## src/rtl/user_key_irq.sv

```systemverilog
// Key/switch peripheral: synchronised, debounced active-low key pins with
// press/release edge capture into sticky pending bits and a level interrupt.
module user_key_irq #(
    parameter int          N_KEYS     = 8,
    parameter int          DEB_CYCLES = 50000,
    parameter int          DEB_W      = 16,
    parameter logic [31:0] BASE_ADDR  = 32'h0000_7f40
) (
    input  logic              clk,
    input  logic              reset,
    input  logic [N_KEYS-1:0] user_key,
    input  logic [31:0]       ADD_I,
    input  logic [31:0]       DAT_I,
    input  logic              WE_I,
    output logic [31:0]       DAT_O,
    output logic              IRQ_O
);

    localparam logic [DEB_W-1:0] DEB_LAST = DEB_W'(DEB_CYCLES - 1);
    localparam logic [29:0]      BASE_W   = BASE_ADDR[31:2];

    logic [N_KEYS-1:0] sync1;
    logic [N_KEYS-1:0] ks;
    logic [N_KEYS-1:0] state_q;
    logic [N_KEYS-1:0] pend_q;
    logic [N_KEYS-1:0] rise_q;
    logic [N_KEYS-1:0] fall_q;
    logic [N_KEYS-1:0] evt;
    logic [N_KEYS-1:0] set_pend;
    logic [N_KEYS-1:0] w1c;
    logic [DEB_W-1:0]  cnt [N_KEYS];

    logic [29:0] rel;
    logic        hit;
    logic [1:0]  off;
    logic        unused_bits;

    // Offset relative to the base word so BASE_ADDR need only be word aligned.
    assign rel = ADD_I[31:2] - BASE_W;
    assign hit = (rel < 30'd4);
    assign off = rel[1:0];
    assign unused_bits = ^{ADD_I[1:0], DAT_I};

    always_comb begin
        for (int i = 0; i < N_KEYS; i++) begin
            evt[i] = (ks[i] != state_q[i]) && (cnt[i] == DEB_LAST);
        end
    end

    assign set_pend = evt & ((ks & rise_q) | (~ks & fall_q));
    assign w1c      = (WE_I && hit && off == 2'd1) ? DAT_I[N_KEYS-1:0] : '0;

    always_ff @(posedge clk or negedge reset) begin
        if (!reset) begin
            sync1   <= '0;
            ks      <= '0;
            state_q <= '0;
            pend_q  <= '0;
            rise_q  <= '1;
            fall_q  <= '0;
        end else begin
            sync1   <= ~user_key;
            ks      <= sync1;
            state_q <= state_q ^ evt;
            // A new edge event overrides a same-cycle clear.
            pend_q  <= (pend_q & ~w1c) | set_pend;
            if (WE_I && hit && off == 2'd2) rise_q <= DAT_I[N_KEYS-1:0];
            if (WE_I && hit && off == 2'd3) fall_q <= DAT_I[N_KEYS-1:0];
        end
    end

    always_ff @(posedge clk or negedge reset) begin
        if (!reset) begin
            for (int i = 0; i < N_KEYS; i++) cnt[i] <= '0;
        end else begin
            for (int i = 0; i < N_KEYS; i++) begin
                if (ks[i] == state_q[i] || cnt[i] == DEB_LAST) cnt[i] <= '0;
                else                                            cnt[i] <= cnt[i] + 1'b1;
            end
        end
    end

    always_comb begin
        DAT_O = '0;
        if (hit) begin
            case (off)
                2'd0:    DAT_O[N_KEYS-1:0] = state_q;
                2'd1:    DAT_O[N_KEYS-1:0] = pend_q;
                2'd2:    DAT_O[N_KEYS-1:0] = rise_q;
                default: DAT_O[N_KEYS-1:0] = fall_q;
            endcase
        end
    end

    assign IRQ_O = |pend_q;

endmodule

```

## config.mk

```make
export PLATFORM = sky130hd
export DESIGN_NAME = user_key_irq
export DESIGN_NICKNAME = d
export VERILOG_FILES = /design/src/rtl/user_key_irq.sv
export SDC_FILE = /design/constraint.sdc
export NUM_CORES = 1
export LEC_CHECK = 0
export ABC_AREA = 1
export BUFFER_PORTS_ARGS = -buffer_cell sky130_fd_sc_hd__buf_2
export CORE_ASPECT_RATIO = 1.2
export CORE_MARGIN = 3
export CORE_UTILIZATION = 40
export CTS_CLUSTER_DIAMETER = 100
export DETAILED_ROUTE_END_ITERATION = 16
export GPL_TIMING_DRIVEN = 0
export MAX_ROUTING_LAYER = met4
export SLEW_MARGIN = 5
export SYNTH_ARGS = -nofsm -noshare
export SYNTH_HDL_FRONTEND = slang
export SYNTH_SLANG_ARGS = --single-unit
```

## constraint.sdc

```tcl
create_clock -name clk -period 1.7 [get_ports clk]
set_input_delay 0 -clock clk [delete_from_list [all_inputs] [get_ports clk]]
set_output_delay 0 -clock clk [all_outputs]
set_load 0.05 [all_outputs]
```

==> metrics.txt, run 1 <==
Placer Congestion 0.861; Vias/cell 4.93; wire per inst 13.6 µm; Fin. Hold Viols 0; CTS Buffer Depth 2; Row Count 60; synth unique cells 40; share of cells above drive strength 1 38.0%; Lkg Pwr 6.40 nW; vias in the first global route 8,579; Final setup viols 29; TritonCTS Buffers 17; Max IR drop VDD 0.481 mV; Max Slew Vio Count 0; largest net degree at the start of global routing between 100 and 150; die height 173 µm; max cap viols 0; Crit. End Element flop; CP Launch Type flop; drt total wl between 20,000 and 25,000 µm; r2r worst-path depth 10; Skew-Pair Late Insertion Delay ~430 ps; failing checks setup timing; clock sinks 176; Antenna Nets Post-Route 0; H-tree levels 4; status complete, but fails checks; reg2reg setup slack -160 ps; Synth Warn # 0; Top Ports 108; slew at the pin with the worst max-slew slack 804 ps; setup ws final -158 ps; Final Critical Period approximately 1900 ps; initial antenna violation count 0; initial drt markers 481; Seq/Total Area, Yosys 47.5%; Placed Area 10,100 µm²; final setup TNS -1680 ps; GR Overflow Total 0; worst setup path start cnt[112]; CP max FO 4; Critical R2R Capture cnt[127]; Cell Pwr Density ~660 nW/µm²; IO buf count 57; post-route design area 13,600 µm²; RSZ-0062 raised after global routing yes; #FFs+latches synth 176; DRC 0; data required time at the worst endpoint 2060 ps; Post-Syn Instances 1,203; Layout fillers ~1,800; reg2reg start cnt[112]; die area 25,100 µm²; final worst-path cycle share 109%; Design Power roughly 0.009 W; clock transition at the registers of the reported paths approximately 80 ps; worst hold path type in2reg; die width between 100 and 150 µm; Worst slew margin between 40 and 50%; routed vias 8,801; Starting Density between 40 and 50%; total track usage 18.4%; CP Capture Point cnt[127]; nets approximately 1,500; root buffer cell clkbuf_16; final hold slack 184 ps; Max Freq between 500 and 600 MHz; Mapped Avg Cell Area 7.72 µm²; first-pass GRT wire length 38,200 µm; crit path kind reg2reg; Cell Area, Synth 9290 µm²; Worst Path Arrival 2210 ps; Area Overhead vs Synth 46.2%; CTS tree yes; Detailed Place HPWL 14,500 µm; first-pass iteration count of the detailed router 5; Core Area 22,600 µm²; clk_skew 8.86 ps
==> area by class of cell <==
type	instances	area, µm²	area share, %
clock buffers	17	425	3.13
multi-input cells	820	5350	39.4
inverters	196	754	5.56
flip-flops and latches	176	4410	32.5
well taps	310	388	2.86
repair buffers	218	1820	13.4
clock inverters	15	143	1.05
diodes	1	2.50	0.0184
plain buffers	34	280	2.06
==> registers in the layout, indices dropped and copies added, names as in the netlist, named ones only <==
register,count
rise_q,8
cnt,128
ks,8
pend_q,8
sync1,8
fall_q,8
==> critical path: stages, from the launching register on <==
cell	delay, ps
dfrtp_1	380
buf_6	100
and3_4	200
nand2_4	50
nor2_4	110
nand2_2	80
nor3_4	230
nand3_2	160
nor3_4	220
a21oi_2	80
nor3_2	170
==> through the flow <==
step,cells,util [%],setup slack (ps)
floorplan,1226,-,-245
global placement,1593,44.8,-2290
detailed placement,1594,44.9,-526
CTS,1718,54.4,-209
global route,1786,60.1,-308
finish,1787,60.1,-158
==> Yosys cell counts (all sizes together) <==
| cell type | number | area share [%] |
|---|---|---|
| o21ai | 42 | 2.3 |
| clkinv | 2 | 0.081 |
| buf | 28 | 2.3 |
| xor2 | 11 | 1.0 |
| dfrtp | 168 | 45 |
| dfstp | 8 | 2.3 |
| or2 | 6 | 0.40 |
| ha | 8 | 1.1 |
| nand4 | 38 | 2.6 |
| a21o | 1 | 0.094 |
| a211oi | 7 | 0.57 |
| nor3 | 51 | 2.8 |
| conb | 1 | 0.040 |
| o21a | 4 | 0.32 |
| a221oi | 10 | 0.94 |
| clkbuf | 6 | 0.24 |
| a21oi | 59 | 3.2 |
| nand2 | 254 | 10 |
| inv | 194 | 7.8 |
| and3 | 7 | 0.47 |
| nor4 | 21 | 1.5 |
| and2 | 3 | 0.20 |
| nand3b | 1 | 0.081 |
| nor2 | 167 | 7.3 |
| nand3 | 78 | 4.5 |
| nor3b | 20 | 1.6 |
| a31oi | 8 | 0.54 |
==> worst min-delay path by stage <==
stage / startpoint / endpoint / slack, ps / cells past startpoint
after global placement: user_key[0] / sync1[0] / 140 / 2
after floorplan: reset / async pin / -300 / 0
final: ADD_I[29] / fall_q[7] / 180 / 8
after global routing: ADD_I[29] / fall_q[7] / 220 / 8
after detailed placement: reset / cnt[99] / 130 / 1
after CTS: ADD_I[29] / rise_q[7] / 140 / 8
==> repair_timing <==
item                                    CTS  global route
pin swaps                                84           137
hold endpoints to repair                138             0
endpoints found under the setup margin  110           137
gates cloned                              1             4
resized for setup                       230           210
buffers inserted                         79            71
hold buffers                             18             0
==> power by group <==
part | switching, W | internal (W)
clock network | 0.00185 | 0.00195
logic | 0.000554 | 0.000354
registers | 0.0000468 | 0.00425
==> logic make-up after synthesis <==
| kind of cell | synth area share (%) |
|---|---|
| flip-flops | 47.5 |
| buffers and inverters | 10.5 |
| adder cells (fa/ha/maj) | 1.08 |
| other | 0.0404 |
| AND/OR/NAND/NOR | 31.9 |
| XOR/XNOR | 1.04 |
| AO/OA/AOI/OAI | 7.95 |
==> layer usage <==
metal	global-route usage, %	wire length [µm]
met1	22.2	10100
met5	-	0
met3	2.62	796
met4	5.98	546
met2	32.1	12800
==> cell usage in the layout, fill, tap and decap left out, types with 10 or more instances in the layout <==
cell	n
nand2_2	46
xor2_1	10
nor4_4	13
nand4_1	37
nand3_4	10
a21oi_1	41
buf_4	143
o21ai_0	24
inv_1	158
nand3_2	17
clkbuf_16	19
nand3_1	51
nand2_1	186
nor3b_1	13
nor2_1	111
inv_2	31
conb_1	24
nor2_4	29
dfrtp_1	168
nor2_2	26
buf_6	40
buf_2	39
nor3_2	14
nor3_1	30
dlygate4sd3_1	18
nand2_4	22
No activity file was read; power rests on OpenSTA's default activity.
==> run 2, diff against run 1 <==
GPL_ROUTABILITY_DRIVEN = 0   (was default)
PLACE_DENSITY_LB_ADDON = 0.05   (was default)
==> metrics.txt, run 2 (synthesized netlist as in run 1, its figures left out) <==
status complete, but fails checks; failing checks setup timing; root buffer cell clkbuf_16; setup ws final -178 ps (-20.3 ps); reg2reg start cnt[18]; Worst Path Arrival 2190 ps (-20 ps); routed vias 8,656 (-1.6%); CP Launch Type flop; Detailed Place HPWL 14,900 µm (+2.7%); commonest non-fill, non-tap cell in the layout nand2_1; Vias/cell 4.86 (-1.3%); Max IR drop VDD 0.622 mV (+29%); total track usage 18.9% (+0.48 points); crit path kind reg2reg; first-pass GRT wire length 39,000 µm (+1.9%); reg2reg setup slack -180 ps (-20 ps); drt total wl 23,800 µm (-1.7%); CTS Buffer Depth 2 (unchanged); Area Overhead vs Synth 44.2%; share of cells above drive strength 1 36.0% (-2.0 points); worst hold path type in2reg; Row Count 60 (unchanged); Max Slew Vio Count 0 (unchanged); die height 173 µm (unchanged); worst setup path start cnt[18]; nets 1,540 (-0.39%); final setup TNS -3360 ps (-1680 ps); largest net degree at the start of global routing 94 (-14%); die area 25,100 µm² (unchanged); Setup WS pre-CTS -543 ps (-17.0 ps); # diodes 0 (-1); hold path startpoint ADD_I[28]; GR Overflow Total 0 (unchanged); CTS tree yes; Top Ports 108 (unchanged); final worst-path cycle share 110% (+1.2 points); CP max FO 3 (-1); clock transition at the registers of the reported paths 70 ps (about the same); first-pass iteration count of the detailed router 5 (unchanged); wire per inst 13.4 µm (-1.3%); Fin. Hold Viols 0 (unchanged); data required time at the worst endpoint 2010 ps (-50 ps); Lkg Pwr 6.29 nW (-1.7%); slew at the pin with the worst max-slew slack 715 ps (-89.0 ps); H-tree levels 4 (unchanged); Worst Hold End rise_q[7]; Top reg by flops cnt; Skew-Pair Late Insertion Delay 430 ps (about the same); Antenna Nets Post-Route 0 (unchanged); clk_skew 8.42 ps (-0.442 ps); Starting Density 41.1% (unchanged); Crit. End Element flop; die width 145 µm (unchanged); Critical R2R Capture cnt[31]; final hold slack 154 ps (-29.6 ps); initial drt markers 308 (-36%); max cap viols 0 (unchanged); clock sinks 176 (unchanged); Final Critical Period 1880 ps (+20.3 ps); most frequent cells in the layout nand2_1 (196), dfrtp_1 (167), inv_1 (164); max reg flops 128 (unchanged); Cell Pwr Density 698 nW/µm² (+5.4%); hold path cells 8 (unchanged); Layout fillers 2,014 (+9.9%); initial antenna violation count 0 (unchanged); Core Area 22,600 µm² (unchanged); Worst slew margin 52.1% (+5.8 points); IO buf count 57 (unchanged); RSZ-0062 raised after global routing yes; vias in the first global route 8,335 (-2.8%); fin cells 1,780 (-0.39%); DRC 0 (unchanged); Post-Route Utilization 59.3% (-0.84 points); r2r worst-path depth 10 (unchanged); TritonCTS Buffers 17 (unchanged); Max Freq 532 MHz (-1.1%); cell count after placement 1,594 (unchanged); Final setup viols 48 (+66%)
run 2: where the power goes:
part           total (W)  switching, W  internal [W]
clock network    0.00415       0.00176       0.00239
logic           0.000896      0.000546      0.000351
registers        0.00430     0.0000529       0.00425
total            0.00935       0.00236       0.00699
run 2: area by class of cell:
class	count	area [µm²]	share of cell area, %
tap	310	388	2.90
buffer	34	294	2.20
clock inverter	13	175	1.31
clock buffer	19	443	3.31
timing repair buffer	212	1730	12.9
sequential	176	4420	33.0
inverter	196	752	5.62
multi-input combinational	820	5190	38.8
run 2: metrics by stage:
step	power [W]	area [µm²]
6_report	0.00935	13400
4_1_cts	0.00936	12400
2_1_floorplan	0.00477	9440
5_1_grt	0.00975	13400
3_5_place_dp	0.00502	10100
3_3_place_gp	0.00501	10100
run 2: how the worst max path moves through the flow:
stage	slack, ps	to	cells past startpoint
6_report	-180	cnt[31]	10
5_1_grt	-350	cnt[126]	14
4_1_cts	-230	cnt[126]	14
3_5_place_dp	-540	DAT_O[4]	15
3_3_place_gp	-2360	cnt[114]	1
2_1_floorplan	-250	DAT_O[0]	11
run 2: what timing repair did:
item | in CTS | in global routing
buffers inserted | 87 | 54
endpoints found under the hold margin | 115 | 0
resized for setup | 222 | 166
pin swaps | 78 | 88
hold buffers | 18 | 0
cloned | 2 | 0
endpoints found under the setup margin | 110 | 123
run 2: worst max-delay path: stages (launching register included):
cell	delay, ps
dfrtp_1	400
nand3_2	100
nor3_2	200
nand2_1	100
nor2_2	130
nand2_2	90
nor2_4	140
nand2_2	90
nor3_4	240
and3_4	220
nor3_2	30
run 2: metal layers:
| layer | wire length, µm | track usage (%) | up-vias | part of all wire, % |
|---|---|---|---|---|
| met5 | 0 | - | - | 0 |
| met4 | 261 | 4.63 | 0 | 1.1 |
| met3 | 822 | 2.78 | 22 | 3.5 |
| met2 | 12300 | 32.1 | 132 | 51 |
| met1 | 10500 | 24.0 | 4126 | 44 |
| li1 | - | - | 4376 | - |
==> run 3, diff against run 2 <==
==> constraint.sdc (replaced) <==
create_clock -name clk -period 1.7 [get_ports clk]
set_input_delay 0.255 -clock clk [delete_from_list [all_inputs] [get_ports clk]]
set_output_delay 0.255 -clock clk [all_outputs]
set_load 0.05 [all_outputs]
==> metrics.txt, run 3 (synthesized netlist as in run 1, its figures left out) <==
status complete, but fails checks; failing checks setup timing; initial drt markers 384 (+25%); cell count after placement 1,594 (unchanged); share of cells above drive strength 1 38.4% (+2.4 points); Setup WS pre-CTS -937 ps (-393 ps); final setup TNS -6520 ps (-3170 ps); TritonCTS Buffers 17 (unchanged); largest net degree at the start of global routing 98 (+4.3%); die width 145 µm (unchanged); Crit. End Element primary output; Final Critical Period 2280 ps (+399 ps); Worst Path Arrival 2020 ps (-170 ps); first-pass GRT wire length 37,500 µm (-3.8%); Core Area 22,600 µm² (unchanged); most frequent cells in the layout nand2_1 (188), dfrtp_1 (167), inv_1 (158); Row Count 60 (unchanged); die height 173 µm (unchanged); Worst slew margin 50.7% (-1.4 points); commonest non-fill, non-tap cell in the layout nand2_1; Area Overhead vs Synth 47.2%; Final setup viols 46 (-4.2%); CP Launch Type input pin; initial antenna violation count 1 (+1); GR Overflow Total 0 (unchanged); clk_skew 11.6 ps (+3.19 ps); Starting Density 41.1% (unchanged); crit path kind in2out; max cap viols 0 (unchanged); nets 1,528 (-0.78%); setup ws final -578 ps (-399 ps); Top reg by flops cnt; Detailed Place HPWL 14,900 µm (-0.24%); Vias/cell 4.84 (-0.43%); total track usage 18.2% (-0.66 points); max reg flops 128 (unchanged); data required time at the worst endpoint 1440 ps (-570 ps); Max Slew Vio Count 0 (unchanged); DRC 0 (unchanged); Lkg Pwr 6.52 nW (+3.6%); root buffer cell clkbuf_16; worst hold path type in2reg; first-pass iteration count of the detailed router 5 (unchanged); CP max FO 8 (+5); fin cells 1,771 (-0.51%); Antenna Nets Post-Route 0 (unchanged); Skew-Pair Late Insertion Delay 430 ps (about the same); final worst-path cycle share 134% (+23 points); drt total wl 23,400 µm (-1.6%); wire per inst 13.2 µm (-1.1%); slew at the pin with the worst max-slew slack 739 ps (+23.5 ps); Cell Pwr Density 694 nW/µm² (-0.65%); routed vias 8,575 (-0.94%); Top Ports 108 (unchanged); Post-Route Utilization 60.5% (+1.2 points); clock transition at the registers of the reported paths 60 ps (about the same); H-tree levels 4 (unchanged); IO buf count 57 (unchanged); CTS tree yes; die area 25,100 µm² (unchanged); Fin. Hold Viols 0 (unchanged); CTS Buffer Depth 2 (unchanged); Max IR drop VDD 0.545 mV (-12%); vias in the first global route 8,080 (-3.1%); RSZ-0062 raised after global routing yes; clock sinks 176 (unchanged); Max Freq 439 MHz (-18%)
-- run 3: changes by cell type in the layout (fill, tap and decap cells not counted), moves of 4 or more --
cell / previous run / this run
nand2_4: 14 / 25
nor3b_2: 5 / 11
nand2_1: 196 / 188
nor3b_1: 15 / 9
nor2_4: 26 / 30
a21oi_2: 8 / 4
inv_2: 26 / 31
buf_8: 5 / 12
nor2_1: 113 / 107
buf_6: 41 / 47
dlygate4sd3_1: 18 / 9
buf_4: 136 / 120
inv_1: 164 / 158
-- run 3: where the power goes --
| group | switching, W | total, W | internal (W) |
|---|---|---|---|
| Combinational | 0.000559 | 0.000912 | 0.000354 |
| Clock | 0.00173 | 0.00427 | 0.00254 |
| Sequential | 0.0000472 | 0.00430 | 0.00425 |
| Total | 0.00234 | 0.00949 | 0.00714 |
-- run 3: per-stage QoR --
step	hold slack [ps]	instance area, µm²	power (W)
after floorplan	-40.6	9590	0.00478
after global placement	332	10300	0.00503
after detailed placement	336	10300	0.00504
after CTS	51.3	12300	0.00947
after global routing	76.9	13700	0.00989
final	70.9	13700	0.00949
-- run 3: cell type report --
type                       count  area [µm²]
inverter                     196         757
clock inverter                13         200
sequential                   176        4420
fill                        1994        8930
antenna                        3        7.51
tap                          310         388
multi-input combinational    820        5450
buffer                        34         298
timing repair buffer         200        1720
clock buffer                  19         443
-- run 3: final timing paths --
check,end,depth (start not counted),slack [ps],start
max,DAT_O[5],15,-580,ADD_I[8]
min,rise_q[1],3,70,DAT_I[1]
max reg2reg,cnt[126],14,-210,cnt[112]
min reg2reg,ks[5],0,350,sync1[5]
max in group asynchronous,rise_q[0],3,360,reset
min in group asynchronous,cnt[81],2,460,reset
-- run 3: timing repair --
action / CTS / global route
endpoints found under the setup margin: 133 / 142
buffers inserted: 67 / 72
gates cloned: 1 / 3
hold buffers: 9 / 0
endpoints found under the hold margin: 101 / 0
pin swaps: 59 / 116
gates resized for setup: 201 / 237
-- run 3: routing by layer --
layer | wire (µm) | part of all wire (%) | GRT usage, %
met5 | 0 | 0 | -
met4 | 230 | 0.98 | 4.67
met2 | 12100 | 51 | 30.1
met1 | 10300 | 44 | 23.6
met3 | 793 | 3.4 | 3.15
-- run 3: critical path: stages --
cell,delay [ps]
buf_8,80
nand2_4,50
nor2_4,200
nand3_4,140
buf_8,160
nand2_4,50
nand2_2,50
nor2_1,90
nand2_1,60
nor2_1,110
nand2_1,100
nor2_4,210
inv_8,110
a21oi_4,160
buf_8,170
